===== config.mk =====
export PLATFORM = sky130hd
export DESIGN_NAME = axis_meta_fifo
export DESIGN_NICKNAME = d
export VERILOG_FILES = /design/src/rtl/axis_meta_fifo.sv
export SDC_FILE = /design/constraint.sdc
export NUM_CORES = 2
export LEC_CHECK = 0
export BUFFER_PORTS_ARGS = -buffer_cell sky130_fd_sc_hd__buf_2
export CELL_PAD_IN_SITES_DETAIL_PLACEMENT = 0
export CELL_PAD_IN_SITES_GLOBAL_PLACEMENT = 1
export CORE_ASPECT_RATIO = 1.1
export CORE_MARGIN = 1.5
export CORE_UTILIZATION = 55
export DETAILED_ROUTE_END_ITERATION = 8
export HOLD_SLACK_MARGIN = 0.03
export PLACE_DENSITY_LB_ADDON = 0.1
export SYNTH_ARGS = -nofsm -noshare
export SYNTH_HDL_FRONTEND = slang
export SYNTH_SLANG_ARGS = --single-unit

===== constraint.sdc =====
create_clock -name clk -period 15.9 [get_ports clk]
set_clock_uncertainty 0.2 [all_clocks]
set_input_delay 2.385 -clock clk [delete_from_list [all_inputs] [get_ports clk]]
set_output_delay 2.385 -clock clk [all_outputs]
set_load 0.05 [all_outputs]

===== src/rtl/axis_meta_fifo.sv =====
`default_nettype none
// ----------------------------------------------------------------------------
// axis_meta_fifo : AXIS meta FIFO, cut-through or store-and-forward packet mode
// Rev 1.0
// ----------------------------------------------------------------------------
module axis_meta_fifo #(
    parameter int DATA_W   = 128,
    parameter int KEEP_W   = DATA_W / 8,
    parameter int TID_W    = 4,
    parameter int TDT_W    = 4,
    parameter int DEPTH    = 16,
    parameter int PKT_MODE = 0,
    parameter int CNT_W    = $clog2(DEPTH + 1)
) (
    input  logic              clk,
    input  logic              rst_n,
    input  logic [DATA_W-1:0] rx_meta_data,
    input  logic [KEEP_W-1:0] rx_meta_keep,
    input  logic              rx_meta_vld,
    input  logic [TID_W-1:0]  rx_meta_tid,
    input  logic [TDT_W-1:0]  rx_meta_tdt,
    input  logic              rx_meta_sop,
    input  logic              rx_meta_eop,
    output logic              rx_meta_rdy,
    output logic [DATA_W-1:0] tx_meta_data,
    output logic [KEEP_W-1:0] tx_meta_keep,
    output logic              tx_meta_vld,
    output logic [TID_W-1:0]  tx_meta_tid,
    output logic [TDT_W-1:0]  tx_meta_tdt,
    output logic              tx_meta_sop,
    output logic              tx_meta_eop,
    input  logic              tx_meta_rdy,
    output logic [CNT_W-1:0]  fill_lvl,
    output logic [CNT_W-1:0]  pkt_cnt,
    output logic              oversize_err
);
    localparam int               AW       = $clog2(DEPTH);
    localparam int               WORD_W   = DATA_W + KEEP_W + TID_W + TDT_W + 2;
    localparam logic             PKT_EN   = (PKT_MODE != 0);
    localparam logic [AW:0]      PTR_ONE  = (AW + 1)'(1);
    localparam logic [CNT_W-1:0] CNT_ONE  = CNT_W'(1);
    localparam logic [CNT_W-1:0] CNT_FULL = CNT_W'(DEPTH);

    logic [WORD_W-1:0] mem [DEPTH];
    logic [AW:0]       wr_ptr;
    logic [AW:0]       rd_ptr;
    logic              running;
    logic              force_rel;
    logic              push;
    logic              pop;
    logic              push_eop;
    logic              pop_eop;

    // The extra wrap bit makes the pointer difference the exact fill count.
    assign fill_lvl    = CNT_W'(wr_ptr - rd_ptr);
    assign rx_meta_rdy = running && (fill_lvl != CNT_FULL);
    assign tx_meta_vld = (fill_lvl != '0) && (!PKT_EN || (pkt_cnt != '0) || force_rel);

    assign push     = rx_meta_vld && rx_meta_rdy;
    assign pop      = tx_meta_vld && tx_meta_rdy;
    assign push_eop = push && rx_meta_eop;
    assign pop_eop  = pop && tx_meta_eop;

    assign {tx_meta_data, tx_meta_keep, tx_meta_tid, tx_meta_tdt,
            tx_meta_sop, tx_meta_eop} = mem[rd_ptr[AW-1:0]];

    always_ff @(posedge clk) begin
        if (push) begin
            mem[wr_ptr[AW-1:0]] <= {rx_meta_data, rx_meta_keep, rx_meta_tid,
                                    rx_meta_tdt, rx_meta_sop, rx_meta_eop};
        end
    end

    always_ff @(posedge clk or negedge rst_n) begin
        if (!rst_n) begin
            running      <= 1'b0;
            wr_ptr       <= '0;
            rd_ptr       <= '0;
            pkt_cnt      <= '0;
            force_rel    <= 1'b0;
            oversize_err <= 1'b0;
        end else begin
            running <= 1'b1;
            if (push) begin
                wr_ptr <= wr_ptr + PTR_ONE;
            end
            if (pop) begin
                rd_ptr <= rd_ptr + PTR_ONE;
            end
            if (push_eop && !pop_eop) begin
                pkt_cnt <= pkt_cnt + CNT_ONE;
            end else if (!push_eop && pop_eop) begin
                pkt_cnt <= pkt_cnt - CNT_ONE;
            end
            // A full FIFO holding no eop can never release: fall back to cut-through.
            if (pop_eop) begin
                force_rel <= 1'b0;
            end else if (PKT_EN && (fill_lvl == CNT_FULL) && (pkt_cnt == '0)) begin
                force_rel    <= 1'b1;
                oversize_err <= 1'b1;
            end
        end
    end
endmodule
`default_nettype wire


==> impl_metrics.yaml <==
run_status:
  status: "finished, final reports clean"
detailed_routing:
  wirelength_um: 221000
  drt_iter0_markers: 4135
  vias: 45218
  vias_per_cell: 6.24
  wl_per_cell_um: 30.5
  dr.pass1.iters: 5
  post-route-drc-count: 0
  drtAntennaViolNets: 0
synth:
  synth.area.top_cells: "edfxtp_1, mux4_2, nand2_1, a31oi_1, and3_1"
  post-synth-top-area-cell: "edfxtp_1"
  synthDistinctLibCells: 40
  synth_common_cells: "edfxtp_1, nand2_1, mux4_2"
  synth_top_cell_area_share_pct: 78.2
  ys.flop_type: "edfxtp_1"
  syn_area_um2: 94600
  synth_area_per_cell_um2: 21.6
  synth-edff-count: 2464
  synthArstFlopShare_pct: 0.645
  syn_nets: 4557
  yosys_warnings: 1
  post-synth-top-count-cell: "edfxtp_1"
  ys_seq_elements: 2480
  yosysSeqAreaShare_pct: 78.7
  netlist_instances: 4384
timing:
  tightestPinTransition_ns: 1.14
  rsz0062_at_grt: "no"
  hold_violations: 0
  finalSetupTns_ns: 0
  fin_crit_sh_pct: 55.4
  relSlewSlack_pct: 23.8
  min_period_ns: 8.80
  setup_violations: 0
  maxSlewViolCount: 0
  max_freq_mhz: 114
power:
  p_int_mw: 13.0
  p_sw_share_pct: 35.1
  pwr-share-clk_pct: 27.4
  leakage_nw: 34.4
  combPwrFrac_pct: 33.9
  vdd_drop_max_mv: 0.156
  power_density_nw_per_um2: 189
  seqPwrFrac_pct: 38.7
  p_switching_mw: 7.03
global_routing:
  grt_usage_pct: 25.6
  grt_pass1_vias: 46186
  grt_max_degree: 142
  grt_antenna_before_repair: 44
  grt_pass1_wl_um: 321000
  overflow: 0
clock_tree:
  cts_sinks: 2480
  cts_tree: "done"
  clk_pin_slew_ns: 0.06
  numCtsBuffers: 234
  clk_latency_ns: 0.85
  cts.repair.resized: 0
  ctsHoldBuffers: 0
  post-cts-setup-buffers: 0
  clockRootBuffer: "clkbuf_16"
  h-tree-depth: 4
  cts_buffer_depth: 3
place:
  post_dp_cell_area_um2: 98700
  io_buffers: 323
  gp_congestion: 0.723
  dp_hpwl_um: 104000
floorplan:
  ioPinCount: 325
  start_util_pct: 55.4
  dieArea_um2: 174000
  fp.dieW_um: 398
  coreArea_um2: 171000
  rows: 159
  die_y_um: 438
worst_setup_path:
  arrival_ns: 6.22
  endpoint_kind: "output port"
  required_ns: 13.32
  critPathMaxFanout: 114
  startpoint_type: "flip-flop"
  startpoint: "rd_ptr[0]"
  r2r_setup_slack_ns: 9.25
  worstSetupPathType: "flip-flop to output port"
  r2r-start: "rd_ptr[2]"
final_layout:
  syn_to_final_growth_pct: 12.4
  drive_above_1_share_pct: 27.9
  final_area_um2: 106000
  final_nets: 4950
  utilization_pct: 62.2
job:
  max-cap-violations: 0
worst_hold_path:
  min_from: "pkt_cnt[4]"
  min_path_type: "flip-flop to flip-flop"
layer usage:
metal	vias to the layer above	share of wire, %	wire (µm)	GRT usage, %
met5	-	0.12	262	0
met4	42	1.6	3550	5.26
met3	316	6.8	14900	4.95
met2	1390	49	108000	41.1
met1	24621	43	94000	37.4
li1	18849	-	-	-
kinds of logic after synthesis:
family                   synth area share, %
adder cells (fa/ha/maj)                0.214
buffers and inverters                   1.37
AND/OR/NAND/NOR                         3.71
flip-flops                              78.7
multiplexers                            14.7
XOR/XNOR                               0.165
other                                0.00794
AO/OA/AOI/OAI                           1.17
worst max-delay path: stages (launching register included):
cell and delay [ns]:
dfrtp_4 0.75, buf_4 0.72, buf_12 0.69, buf_4 0.87, buf_4 0.71, mux4_2 0.35
nand2_1 0.05, and3_1 0.20, a31oi_1 0.53, buf_2 0.39
state kept, by name (all words and copies together) (netlist names):
| name | count |
|---|---|
| wr_ptr | 5 |
| mem | 2464 |
| rd_ptr | 5 |
| running | 1 |
| pkt_cnt | 5 |
area by class of cell:
type | instances | area [µm²]
Antenna cell | 11 | 27.5
Clock buffer | 289 | 6190
Clock inverter | 149 | 1340
Fill cell | 11920 | 64400
Inverter | 11 | 68.8
Multi-Input combinational cell | 1647 | 19000
Sequential cell | 2480 | 74400
Tap cell | 2254 | 2820
Timing Repair Buffer | 403 | 2400
cells in the final DEF (no fill, tap or decap), types with 5 or more instances in the layout:
| cell | count |
|---|---|
| edfxtp_1 | 2464 |
| nand2_1 | 628 |
| mux4_2 | 616 |
| buf_2 | 323 |
| clkbuf_16 | 240 |
| and3_1 | 154 |
| a31oi_1 | 154 |
| buf_4 | 65 |
| clkinv_2 | 55 |
| clkinv_1 | 53 |
| clkbuf_1 | 49 |
| bufinv_16 | 24 |
| buf_12 | 15 |
| ha_1 | 13 |
| dfrtp_1 | 12 |
| diode_2 | 11 |
| nor2_4 | 11 |
| xnor2_1 | 10 |
| a21oi_1 | 9 |
| inv_6 | 8 |
| nand3_1 | 7 |
| clkinvlp_4 | 7 |
| inv_1 | 6 |
| xor2_1 | 6 |
| nor2_1 | 5 |
stage by stage:
stage | hold WS, ns | cells | power (mW) | setup WS (ns)
after global routing | 0.312 | 7233 | 20.8 | 6.40
final | 0.261 | 7244 | 20.0 | 7.10
after global placement | 0.252 | 6795 | 14.8 | 7.60
after CTS | 0.267 | 7233 | 20.3 | 6.62
after floorplan | 0.260 | 4384 | 13.0 | 1.47
after detailed placement | 0.255 | 6795 | 14.8 | 7.57
power by group through the flow:
stage / logic, mW / clock network (mW) / registers [mW]
2_1_floorplan: 5.07 / 0 / 7.91
3_3_place_gp: 6.88 / 0 / 7.87
3_5_place_dp: 6.89 / 0 / 7.89
4_1_cts: 6.91 / 5.60 / 7.75
5_1_grt: 7.23 / 5.83 / 7.78
6_report: 6.80 / 5.49 / 7.75
final timing paths:
path	endpoint	cells past startpoint
worst max-delay path	tx_meta_data[71]	9
worst min-delay path	pkt_cnt[4]	1
worst max register to register	mem[5][121]	11
worst min register to register	pkt_cnt[4]	1
max in group asynchronous	rd_ptr[0]	1
min in group asynchronous	pkt_cnt[1]	1
Note: power is estimated with default switching activity, not from simulation.
